**config.mk**
```make
export PLATFORM = sky130hd
export DESIGN_NAME = fire4_squeeze_ofm_writer
export DESIGN_NICKNAME = d
export VERILOG_FILES = /design/src/rtl/fire4_squeeze_ofm_writer.sv
export SDC_FILE = /design/constraint.sdc
export NUM_CORES = 1
export LEC_CHECK = 0
export CELL_PAD_IN_SITES_DETAIL_PLACEMENT = 0
export CELL_PAD_IN_SITES_GLOBAL_PLACEMENT = 1
export CORE_ASPECT_RATIO = 0.7
export CORE_MARGIN = 1.5
export CORE_UTILIZATION = 43
export DETAILED_ROUTE_END_ITERATION = 10
export HOLD_SLACK_MARGIN = 0.03
export MAX_ROUTING_LAYER = met4
export PLACE_DENSITY = 0.89
export SYNTH_ARGS = -nofsm -noshare
export SYNTH_HDL_FRONTEND = slang
export SYNTH_SLANG_ARGS = --single-unit
```
**constraint.sdc**
```tcl
create_clock -name clk -period 3.26 [get_ports clk]
set_input_delay 0.652 -clock clk [delete_from_list [all_inputs] [get_ports clk]]
set_output_delay 0.652 -clock clk [all_outputs]
set_load 0.02 [all_outputs]
```
**src/rtl/fire4_squeeze_ofm_writer.sv**
```systemverilog
// Fire4 squeeze OFM writer: captures one pixel's worth of squeeze-layer channel
// outputs and serializes them into the feature RAM in channel-major order.
//
// Ports:
//   clk                  - single clock, rising edge
//   rst                  - asynchronous active-low reset
//   start                - pulse: re-arm for a new layer pass (clears pix/chan/overflow)
//   fire4_squeeze_sample - pulse: ofm is valid this cycle
//   ofm[0:DSP_NO-1]      - channel outputs for one pixel
//   wr_en/wr_addr/wr_data- feature-RAM write port (combinational from registered state)
//   ram_feedback         - one-cycle pulse after the last write of the layer
//   overflow             - sticky flag: a sample arrived mid-drain and was dropped
module fire4_squeeze_ofm_writer #(
    parameter int unsigned WOUT   = 32,
    parameter int unsigned DSP_NO = 32,
    parameter int unsigned WIDTH  = 16,
    localparam int unsigned AW    = $clog2(DSP_NO * WOUT ** 2)
) (
    input  logic             clk,
    input  logic             rst,
    input  logic             start,
    input  logic             fire4_squeeze_sample,
    input  logic [WIDTH-1:0] ofm [0:DSP_NO-1],
    output logic             wr_en,
    output logic [AW-1:0]    wr_addr,
    output logic [WIDTH-1:0] wr_data,
    output logic             ram_feedback,
    output logic             overflow
);

    localparam int unsigned PIX_N = WOUT * WOUT;
    localparam int unsigned PW    = (PIX_N > 1) ? $clog2(PIX_N) : 1;
    localparam int unsigned CW    = (DSP_NO > 1) ? $clog2(DSP_NO) : 1;

    localparam logic [PW-1:0] PIX_LAST  = PW'(PIX_N - 1);
    localparam logic [CW-1:0] CHAN_LAST = CW'(DSP_NO - 1);

    localparam logic [1:0] S_IDLE  = 2'd0;
    localparam logic [1:0] S_DRAIN = 2'd1;
    localparam logic [1:0] S_DONE  = 2'd2;

    logic [1:0]       state, state_nxt;
    logic [PW-1:0]    pix, pix_nxt;
    logic [CW-1:0]    chan, chan_nxt;
    logic             overflow_nxt;
    logic             ram_feedback_nxt;
    logic             load;
    logic [WIDTH-1:0] buffer [0:DSP_NO-1];

    // State and counter registers
    always_ff @(posedge clk or negedge rst) begin
        if (!rst) begin
            state        <= S_IDLE;
            pix          <= '0;
            chan         <= '0;
            overflow     <= 1'b0;
            ram_feedback <= 1'b0;
        end else begin
            state        <= state_nxt;
            pix          <= pix_nxt;
            chan         <= chan_nxt;
            overflow     <= overflow_nxt;
            ram_feedback <= ram_feedback_nxt;
        end
    end

    // Pixel capture buffer
    always_ff @(posedge clk or negedge rst) begin
        if (!rst) begin
            for (int c = 0; c < int'(DSP_NO); c++) begin
                buffer[c] <= '0;
            end
        end else if (load) begin
            for (int c = 0; c < int'(DSP_NO); c++) begin
                buffer[c] <= ofm[c];
            end
        end
    end

    // Next-state logic; start overrides everything, including a concurrent sample
    always_comb begin
        state_nxt        = state;
        pix_nxt          = pix;
        chan_nxt         = chan;
        overflow_nxt     = overflow;
        ram_feedback_nxt = 1'b0;
        load             = 1'b0;

        if (start) begin
            state_nxt    = S_IDLE;
            pix_nxt      = '0;
            chan_nxt     = '0;
            overflow_nxt = 1'b0;
        end else begin
            case (state)
                S_IDLE: begin
                    if (fire4_squeeze_sample) begin
                        load      = 1'b1;
                        chan_nxt  = '0;
                        state_nxt = S_DRAIN;
                    end
                end
                S_DRAIN: begin
                    if (chan == CHAN_LAST) begin
                        // Final channel of this pixel: advance pix; a new sample
                        // may chain directly unless this was the layer's last pixel.
                        chan_nxt = '0;
                        if (pix == PIX_LAST) begin
                            pix_nxt          = '0;
                            state_nxt        = S_DONE;
                            ram_feedback_nxt = 1'b1;
                        end else begin
                            pix_nxt = pix + PW'(1);
                            if (fire4_squeeze_sample) begin
                                load = 1'b1;
                            end else begin
                                state_nxt = S_IDLE;
                            end
                        end
                    end else begin
                        chan_nxt = chan + CW'(1);
                        if (fire4_squeeze_sample) begin
                            overflow_nxt = 1'b1;
                        end
                    end
                end
                S_DONE: begin
                    state_nxt = S_DONE;
                end
                default: begin
                    state_nxt = S_IDLE;
                end
            endcase
        end
    end

    // Write port: channel-major address chan*WOUT^2 + pix, zero when idle
    always_comb begin
        wr_en   = 1'b0;
        wr_addr = '0;
        wr_data = '0;
        if (state == S_DRAIN) begin
            wr_en   = 1'b1;
            wr_addr = AW'(chan) * AW'(PIX_N) + AW'(pix);
            wr_data = buffer[chan];
        end
    end

endmodule

```
# Yosys cells after proc, flatten, opt, wreduce, memory -nomap -nowiden
# Index checks and enable logic that the tools add are counted.
[classes] mux=33 addsub=3 reduce_logical=9 n_lt_le_gt_ge=1 eq_ne=8 n_bitwise=1
[ops] cell="$bmux W16 S5" count=1
[ops] cell="$mux W16" count=3
[ops] cell="$mux W10" count=4
[ops] cell="$add A15 B10 Y15" count=1
[ops] cell="$mux W15" count=1
[ops] cell="$mux W5" count=3
[ops] cell="$mux W1" count=13
[ops] cell="$add A10 B1 Y10 const B" count=1
[ops] cell="$eq A10 B10 Y1 const B" count=1
[ops] cell="$mux W2" count=5
[ops] cell="$pmux W5 S2" count=1
[ops] cell="$ge A6 B6 Y1 const B" count=1
[ops] cell="$ne A3 B3 Y1 const B" count=2
[ops] cell="$not A5 Y6" count=1
[ops] cell="$pmux W2 S3" count=1
[ops] cell="$reduce_and A3 Y1" count=2
[ops] cell="$reduce_bool A2 Y1" count=3
[ops] cell="$add A5 B1 Y5 const B" count=1
[ops] cell="$eq A5 B5 Y1 const B" count=1
[ops] cell="$ne A4 B4 Y1 const B" count=1
[ops] cell="$reduce_and A2 Y1" count=2
[ops] cell="$reduce_bool A3 Y1" count=1
[ops] cell="$eq A2 B1 Y1 const B" count=1
[ops] cell="$eq A2 B2 Y1 const B" count=1
[ops] cell="other kinds (3)" count=3
[word_totals] output_inout_bits=34 inputBits=516 reg_bits=531 elab_cells=92

# Longest topological paths before layout
# Gate-level depths: netlist (run 1).
[depth] ltp_word=5 mapped_depth=9 mapped_depth_nobuf=8

# Worst setup path after synthesis (run 1)
# No wires, ideal clock.
[synth_path] path_type="flip-flop to output port" from="register chan[0]" to="output wr_data[5]" t_arrival_ps=2113 path_stages_with_launch=9 required_time_ps=2608 path_buffers=4 path_slack_ps=495 cell_sequence="dfrtp_1 -> buf_2 -> buf_2 -> buf_4 -> buf_2 -> a211oi_1 -> a221oi_1 -> a21oi_1 -> a211oi_1"
[synth_between] elab_chain_cells=5
[synth_rtl] item="start: declaration" line_no="44" text="logic [CW-1:0] chan, chan_nxt;"
[synth_rtl] item="start signal: assignment" line_no="61" text="chan <= chan_nxt;"
[synth_rtl] item="$not A5 Y6 (implied by the code)" line_no="145" text="wr_data = buffer[chan];"
[synth_rtl] item="$bmux W16 S5" line_no="145"
[synth_rtl] item="$mux W16 (implied by the code) (2 in a row)" line_no="145"
[synth_rtl] item="$mux W16" line_no="142" text="if (state == S_DRAIN) begin"
[synth_rtl] item="end: declaration" line_no="26" text="output logic [WIDTH-1:0] wr_data,"
# No other way between the ends. The select of a mux whose other input is x is not followed.

# Worst setup path in the final report (run 1)
[layout_path] from="register chan[0]" to="output wr_data[3]"
# The elaborated chain is that of the path after synthesis.

==> run_results.csv, run 1 <==
group,metric,value,unit
outcome,run_status,"complete, but fails checks",
outcome,failed_checks,"negative setup slack",
route,routed_wl,79.6,mm
pwr,ir_drop,409,uV
logic_synthesis,synth-compound-area-share,3.65,%
critical_path,cp.arrival,2820,ps
timing,rsz0062_at_grt,"yes",
timing,post-route-period-util,107,%
final_layout,area_growth,36.8,%
hold_path,min_path_cells,1,
logic_synthesis,synth_top_family_by_area,"multiplexers",
logic_synthesis,synth-edff-count,0,
pwr,leakagePower,0.0153,uW
place,dp_hpwl,60.1,mm
final_layout,postLayoutCellArea,35900,um2
clocking,cts.clk_slew.worst_paths,60,ps
place,dpl.cell_count,2943,
critical_path,critPathMaxFanout,8,
grt,grt_pass1_wl,118,mm
clocking,htree_levels,2,
timing,hold_violations,0,
timing,finalClockSkew,12.4,ps
final_layout,most-common-layout-cells,"clkdlybuf4s50_1, dfrtp_1, mux2_4, buf_4, mux4_2",
route,wire_per_inst,25.9,um
critical_path,r2r_cells,10,
place,numPortBuffers,549,
floorplanning,start_util,43.7,%
clocking,clock-sinks,531,
timing,slew_violations,0,
critical_path,end_kind,"output port",
timing,finalSetupViolations,16,
grt,grt_start_max_net_pins,87,
grt,grt.overflow.total,0,
floorplanning,coreArea,60200,um2
final_layout,final_common_cell,"clkdlybuf4s50_1",
logic_synthesis,muxShareOfSynthArea,39.5,%
timing,slew_headroom,54.1,%
logic_synthesis,synth-xor-area-share,0.200,%
grt,grt_pass1_vias,17900,
hold_path,hold_class,"reg -> reg",
final_layout,layout-drive-gt1-share,42.2,%
place,gp_congestion,0.961,
timing,max_freq,288,MHz
floorplanning,fp.dieW,298,um
final_layout,fin_nets,2732,
floorplanning,die_h,210,um
clocking,clock_latency,600,ps
floorplanning,die_area,62600,um2
critical_path,worst_ep_required_time,2610,ps
place,placed_area,33200,um2
clocking,cts_root_buf,"clkbuf_16",
timing,worstMarginPinSlew,683,ps
logic_synthesis,ys.flop_type,"dfrtp_1",
route,via_per_inst,5.36,
logic_synthesis,seq_area_frac_synth,50.6,%
clocking,cts.path.max_buffers,3,
clocking,numCtsBuffers,53,
logic_synthesis,synthAdderAreaFrac,0.143,%
logic_synthesis,synthSimpleGateAreaFrac,2.43,%
grt,grt_util_all_layers,26.1,%
timing,post-route-min-period,3480,ps
pwr,power_density,559,nW/um2
logic_synthesis,synth_seq_cells,531,
route,num_vias,16500,
floorplanning,pin_count,550,
route,antenna_left,0,
route,firstDrtPassIters,7,
floorplanning,fp-row-count,75,
grt,antenna_found_initial,8,
logic_synthesis,synth_cell_types,41,
timing,fin_ws,-215,ps
critical_path,start_kind,"flop",
clocking,cts_tree,"yes",
logic_synthesis,async_flop_share,100,%
flow_run,maxCapViolCount,0,
logic_synthesis,synth_warnings,0,
place,dp_slack,-226,ps
route,drc,0,
logic_synthesis,syn-cell-area,26300,um2
critical_path,worstSetupPathType,"reg -> out",
logic_synthesis,syn_inst,1585,
final_layout,final_cell_count_no_fill,3068,
logic_synthesis,syn_avg_cell_area,16.6,um2
route,drtIter0Drc,1129,
logic_synthesis,synth_fp_nets,2104,
final_layout,fin_util,59.7,%
-- layer usage --
metal | up-vias | track usage (%) | wire length [um]
met5 | - | - | 0
met4 | 0 | 9.10 | 2410
met3 | 117 | 5.89 | 4920
met2 | 572 | 37.2 | 35900
met1 | 8605 | 36.7 | 36300
li1 | 7164 | - | -
-- state kept, by name (all words and copies together) (netlist names) --
| signal | cells |
|---|---|
| buffer | 512 |
| pix | 10 |
| chan | 5 |
| state | 2 |
| overflow | 1 |
| ram_feedback | 1 |
-- through the flow --
stage	hold WS, ps	power, uW	setup TNS, ps
floorplan	356	11300	0
global placement	485	13200	-970
detailed placement	489	13300	-1290
CTS	510	20100	-2810
global route	519	20800	-3910
finish	505	20100	-2450
-- area by class of cell --
cell class	count	area, um2
Multi-Input combinational cell	934	12700
Clock inverter	13	231
Fill cell	4462	24200
Clock buffer	82	1610
Antenna cell	7	17.5
Tap cell	808	1010
Timing Repair Buffer	689	7090
Sequential cell	531	13300
Inverter	4	15.0
-- timing repair --
| action | in CTS | in global routing |
|---|---|---|
| pin swaps | 5 | 7 |
| setup endpoints to repair | 16 | 16 |
| buffers inserted | 8 | 14 |
| gates cloned | 1 | 0 |
| resized for setup | 150 | 51 |
| hold buffers | 1 | 0 |
| endpoints found under the hold margin | 10 | 0 |
-- kinds of logic (layout without fill, tap and decap cells) --
family | Yosys count | count (layout)
flops | 531 | 531
compound gates | 133 | 133
xor+xnor | 6 | 6
mux | 672 | 672
other cells | 0 | 7
buf+inv | 120 | 788
simple gates | 120 | 120
fa+ha+maj | 3 | 3
-- power breakdown --
group          internal [uW]  total (uW)  leakage [uW]  switching, uW
Sequential              7840        8750       0.00629            905
Clock                   3860        6530      0.000894           2670
Combinational           3160        4800       0.00808           1640
Total                  14900       20100        0.0153           5220
-- Yosys cell counts (20+ instances only) --
cell type | instances | area share (%)
buf_6 | 50 | 2.1
mux4_2 | 96 | 8.2
dfrtp_1 | 531 | 51
a22o_1 | 34 | 1.1
mux2_4 | 480 | 27
clkbuf_1 | 26 | 0.37
a21oi_1 | 40 | 0.76
buf_2 | 20 | 0.38
nor2_1 | 35 | 0.50
mux2i_1 | 64 | 2.4
a211oi_1 | 32 | 0.91
mux2_2 | 32 | 1.4
-- worst paths after layout --
path | from | to | slack [ps]
min | buffer[493] | buffer[493] | 500
min reg2reg | buffer[493] | buffer[493] | 500
min in group asynchronous | rst | buffer[179] | 570
max | chan[0] | wr_data[3] | -220
max reg2reg | chan[0] | buffer[486] | 310
max in group asynchronous | rst | buffer[38] | 1720
-- worst max-delay path: stages (launching register included) --
cell and delay (ps):
dfrtp_4 550, buf_12 180, buf_12 140, buf_4 130, mux4_2 310, mux2i_1 80, nor2_2 230, a21oi_4 80
a211oi_2 300, buf_2 220
No activity file was read; power rests on OpenSTA's default activity.
==> run 2, diff against run 1 <==
--- a/config.mk
+++ b/config.mk
@@ -9,11 +9,12 @@
 export CELL_PAD_IN_SITES_GLOBAL_PLACEMENT = 1
 export CORE_ASPECT_RATIO = 0.7
 export CORE_MARGIN = 1.5
-export CORE_UTILIZATION = 43
+export CORE_UTILIZATION = 39
 export DETAILED_ROUTE_END_ITERATION = 10
 export HOLD_SLACK_MARGIN = 0.03
 export MAX_ROUTING_LAYER = met4
-export PLACE_DENSITY = 0.89
+export PLACE_DENSITY = 0.85
+export SLEW_MARGIN = 5
 export SYNTH_ARGS = -nofsm -noshare
 export SYNTH_HDL_FRONTEND = slang
 export SYNTH_SLANG_ARGS = --single-unit
==> constraint.sdc (replaced) <==
create_clock -name clk -period 3 [get_ports clk]
set_input_delay 0.6 -clock clk [delete_from_list [all_inputs] [get_ports clk]]
set_output_delay 0.6 -clock clk [all_outputs]
set_load 0.02 [all_outputs]
==> run_results.csv, run 2 (synthesized netlist as in run 1, its figures left out) <==
group,metric,value,unit
pwr,ir_drop,433,uV
critical_path,end_kind,"output port",
timing,max_freq,280,MHz
grt,grt_pass1_wl,119,mm
clocking,cts_root_buf,"clkbuf_16",
clocking,cts.clk_slew.worst_paths,70,ps
critical_path,critPathMaxFanout,5,
place,placed_area,33600,um2
place,numPortBuffers,549,
clocking,htree_levels,2,
timing,finalSetupViolations,16,
floorplanning,coreArea,66500,um2
timing,hold_violations,0,
critical_path,worst_ep_required_time,2400,ps
final_layout,most-common-layout-cells,"clkdlybuf4s50_1, dfrtp_1, mux2_4, buf_4, mux4_2",
grt,grt_util_all_layers,24.2,%
final_layout,layout-drive-gt1-share,43.2,%
pwr,leakagePower,0.0158,uW
floorplanning,die_h,220,um
timing,slew_headroom,55.0,%
flow_run,maxCapViolCount,0,
clocking,cts.path.max_buffers,3,
hold_path,hold_class,"reg -> reg",
grt,grt_start_max_net_pins,71,
critical_path,worstSetupPathType,"reg -> out",
outcome,failed_checks,"negative setup slack",
clocking,clock_latency,620,ps
route,drtIter0Drc,1059,
outcome,run_status,"complete, but fails checks",
route,routed_wl,81.9,mm
final_layout,largest_register_ffs,512,
timing,finalClockSkew,22.0,ps
route,via_per_inst,5.16,
final_layout,postLayoutCellArea,36700,um2
floorplanning,die_area,68900,um2
timing,worstMarginPinSlew,676,ps
final_layout,fin_nets,2809,
clocking,numCtsBuffers,55,
clocking,cts_tree,"yes",
floorplanning,fp-row-count,79,
final_layout,final_cell_count_no_fill,3231,
floorplanning,pin_count,550,
floorplanning,fp.dieW,313,um
route,drc,0,
place,dp_hpwl,60.9,mm
timing,post-route-min-period,3570,ps
timing,rsz0062_at_grt,"yes",
place,dpl.cell_count,3079,
final_layout,area_growth,39.9,%
timing,fin_ws,-573,ps
critical_path,start_kind,"flop",
timing,slew_violations,0,
final_layout,regMostFlops,"buffer",
route,wire_per_inst,25.3,um
place,gp_congestion,0.917,
floorplanning,start_util,39.5,%
critical_path,cp.arrival,2970,ps
timing,post-route-period-util,119,%
grt,grt_pass1_vias,18200,
grt,antenna_found_initial,6,
pwr,power_density,592,nW/um2
clocking,clock-sinks,531,
route,antenna_left,0,
grt,grt.overflow.total,0,
route,firstDrtPassIters,5,
final_layout,top_regs,"buffer x512, pix x10, chan x5",
route,num_vias,16700,
final_layout,final_common_cell,"clkdlybuf4s50_1",
==> run 2: cell count changes in the layout (fill, tap and decap cells not counted), moves of 5 or more <==
cell,change
a211oi_2,-7
a21oi_4,-6
buf_6,+6
nor3_4,+5
a211oi_1,+7
buf_8,+5
nor3_2,-9
buf_4,+58
buf_16,+10
==> run 2: through the flow <==
stage	setup TNS, ps	util, %	total power, uW	hold WS (ps)	setup slack (ps)
after detailed placement	-88990	50.6	14500	489	-479
after global routing	-9600	55.2	22600	516	-659
after floorplan	0	-	12300	304	287
after CTS	-9860	54.8	21800	506	-640
after global placement	-69260	50.6	14400	484	-454
final	-8050	55.2	21700	504	-573
==> run 2: metal layers <==
| layer | vias to the layer above | part of all wire, % | global-route usage (%) |
|---|---|---|---|
| li1 | 7339 | - | - |
| met3 | 109 | 6.7 | 6.06 |
| met4 | 0 | 2.3 | 6.52 |
| met1 | 8686 | 46 | 33.9 |
| met5 | - | 0 | - |
| met2 | 547 | 45 | 35.0 |
==> run 2: power by group <==
part | leakage [uW] | internal, uW | switching (uW)
clock | 0.000887 | 3940 | 2950
combinational | 0.00859 | 3560 | 1880
sequential | 0.00629 | 8520 | 885
==> run 2: timing repair <==
item / CTS / global route
setup buffers: 22 / 19
endpoints found under the hold margin: 51 / 0
hold buffers: 1 / 0
gates resized for setup: 168 / 30
setup endpoints to repair: 512 / 493
pin swaps: 19 / 11
gates cloned: 9 / 1
==> run 2: path summary, 6_finish.rpt <==
kind,depth (start not counted),slack [ps],endpoint,from
min in group asynchronous,2,570,buffer[230],rst
min,1,500,buffer[415],buffer[415]
min reg2reg,1,500,buffer[415],buffer[415]
max reg2reg,13,130,buffer[239],chan[0]
max,11,-570,wr_data[6],chan[0]
max in group asynchronous,3,1370,buffer[384],rst
==> run 2: worst max-delay path, stage by stage, from the launching register on <==
cell	delay, ps
dfrtp_4	520
buf_12	160
buf_12	130
buf_16	130
buf_6	120
mux4_2	430
mux2i_1	190
buf_4	180
nor2_4	50
a21oi_4	140
a211oi_2	100
buf_4	180
==> run 2: layout make-up <==
cell class | instances | area (um2)
diodes | 10 | 25.0
clock buffers | 83 | 1640
clock inverters | 14 | 154
fillers | 5134 | 29800
inverters | 4 | 15.0
multi-input cells | 934 | 12500
flip-flops and latches | 531 | 13300
well taps | 891 | 1110
repair buffers | 764 | 7950
==> run 3, diff against run 2 <==
--- a/config.mk
+++ b/config.mk
@@ -13,7 +13,8 @@
 export DETAILED_ROUTE_END_ITERATION = 10
 export HOLD_SLACK_MARGIN = 0.03
 export MAX_ROUTING_LAYER = met4
-export PLACE_DENSITY = 0.85
+export PLACE_DENSITY = 0.86
+export SKIP_LAST_GASP = 1
 export SLEW_MARGIN = 5
 export SYNTH_ARGS = -nofsm -noshare
 export SYNTH_HDL_FRONTEND = slang
==> run_results.csv, run 3 (synthesized netlist as in run 1, its figures left out) <==
group,metric,value,unit
outcome,run_status,"complete, but fails checks",
outcome,failed_checks,"negative setup slack",
critical_path,worst_ep_required_time,2400,ps
pwr,power_density,589,nW/um2
flow_run,maxCapViolCount,0,
floorplanning,fp-row-count,79,
route,via_per_inst,5.26,
timing,whs,506,ps
final_layout,fin_nets,2827,
floorplanning,die_area,68900,um2
place,gp_congestion,0.921,
route,firstDrtPassIters,5,
timing,max_freq,281,MHz
pwr,leakagePower,0.0162,uW
floorplanning,fp.dieW,313,um
final_layout,area_growth,44.2,%
pwr,clock_power_share,32.6,%
final_layout,regMostFlops,"buffer",
clocking,cts.clk_slew.worst_paths,70,ps
timing,hold_violations,0,
timing,post-route-min-period,3560,ps
pwr,p_seq_share,42.3,%
pwr,p_int,16500,uW
critical_path,end_kind,"output port",
grt,grt_util_all_layers,25.3,%
timing,fin_tns_setup,-19800,ps
route,routed_wl,85.8,mm
critical_path,r2r_start,"chan[0]",
final_layout,largest_register_ffs,512,
clocking,cts_tree,"yes",
timing,finalClockSkew,23.7,ps
grt,grt_pass1_vias,18500,
timing,finalSetupViolations,325,
clocking,htree_levels,2,
final_layout,final_cell_count_no_fill,3248,
place,dpl.cell_count,3043,
timing,slew_violations,0,
hold_path,hp-start,"buffer[435]",
clocking,cts.path.max_buffers,3,
clocking,clock-sinks,531,
route,antenna_left,0,
pwr,p_sw_share,26.2,%
route,wire_per_inst,26.4,um
pwr,p_sw,5830,uW
grt,grt_start_max_net_pins,85,
critical_path,startpoint,"chan[0]",
hold_path,hold_class,"reg -> reg",
critical_path,start_kind,"flop",
final_layout,most-common-layout-cells,"clkdlybuf4s50_1, dfrtp_1, mux2_4, buf_4, mux4_2",
floorplanning,pin_count,550,
critical_path,critPathMaxFanout,8,
floorplanning,die_h,220,um
critical_path,critPathCapture,"wr_data[3]",
grt,antenna_found_initial,8,
critical_path,reg2reg_slack,-130,ps
critical_path,r2r_cells,15,
critical_path,cp.arrival,2960,ps
final_layout,fin_util,56.9,%
clocking,cts_root_buf,"clkbuf_16",
clocking,clock_latency,610,ps
critical_path,r2r-end,"buffer[333]",
timing,fin_ws,-561,ps
route,drc,0,
clocking,numCtsBuffers,54,
pwr,ir_drop,427,uV
place,dp_slack,-544,ps
route,drtIter0Drc,1323,
timing,rsz0062_at_grt,"yes",
grt,grt_pass1_wl,124,mm
final_layout,final_common_cell,"clkdlybuf4s50_1",
timing,post-route-period-util,119,%
pwr,power_frac_comb,25.1,%
floorplanning,start_util,39.5,%
final_layout,top_regs,"buffer x512, pix x10, chan x5",
floorplanning,coreArea,66500,um2
timing,slew_headroom,51.9,%
final_layout,layout-drive-gt1-share,44.1,%
timing,worstMarginPinSlew,721,ps
grt,grt.overflow.total,0,
route,num_vias,17100,
critical_path,worstSetupPathType,"reg -> out",
place,dp_hpwl,59.8,mm
place,numPortBuffers,549,
==> run 3: changes by cell type in the layout (fill, tap and decap cells not counted), moves of 5 or more <==
cell	before	now
a21oi_1	27	21
clkbuf_1	13	8
bufbuf_16	2	13
clkbuf_16	57	66
a21oi_2	10	16
buf_16	11	28
mux2i_1	54	61
buf_6	13	8
buf_12	38	43
a22o_4	8	20
nor2_1	27	33
a22o_1	23	14
buf_4	158	135
==> run 3: area by class of cell <==
type                            count  area (um2)
Clock inverter                     19         283
Sequential cell                   531       13300
Inverter                            4        15.0
Antenna cell                        8        20.0
Multi-Input combinational cell    934       12600
Clock buffer                       78        1610
Fill cell                        5038       28700
Timing Repair Buffer              783        8910
Tap cell                          891        1110
==> run 3: worst min-delay path by stage <==
stage	endpoint	slack [ps]	cells after the start
final	buffer[435]	510	1
after global routing	buffer[147]	520	1
after CTS	buffer[435]	510	1
after detailed placement	buffer[435]	490	1
after global placement	buffer[495]	480	1
after floorplan	buffer[0]	300	0
==> run 3: critical path, cell delays in order (launching register included) <==
cell and delay, ps:
dfrtp_4 540, buf_12 200, buf_16 160, buf_12 120, buf_12 90, mux4_2 560
a22o_4 290, nor3_4 120, a211oi_2 70, buf_4 180
==> run 3: metrics by stage <==
step,area [um2],power [uW]
finish,37900,22300
global route,37900,23100
detailed placement,33500,14500
global placement,33500,14300
CTS,37300,22300
floorplan,26300,12300
==> run 3: power groups by stage <==
stage | Combinational, uW | Clock [uW] | Sequential (uW)
2_1_floorplan | 3220 | 0 | 9110
3_3_place_gp | 4890 | 0 | 9450
3_5_place_dp | 4990 | 0 | 9490
4_1_cts | 5490 | 7360 | 9400
5_1_grt | 5890 | 7680 | 9570
6_report | 5600 | 7250 | 9430
==> run 3: layer usage <==
layer  vias up  track usage (%)  wire length [um]
met4         0             7.02              2180
met1      8964             34.8             38500
met5         -                -                 0
li1       7391                -                 -
met3       128             5.44              5750
met2       604             37.9             39400
==> run 3: timing repair <==
item,4_1_cts,5_1_grt
pin swaps,28,19
hold buffers,1,0
endpoints found under the setup margin,136,536
setup buffers,54,11
endpoints found under the hold margin,35,0
gates cloned,28,11
gates resized for setup,208,45
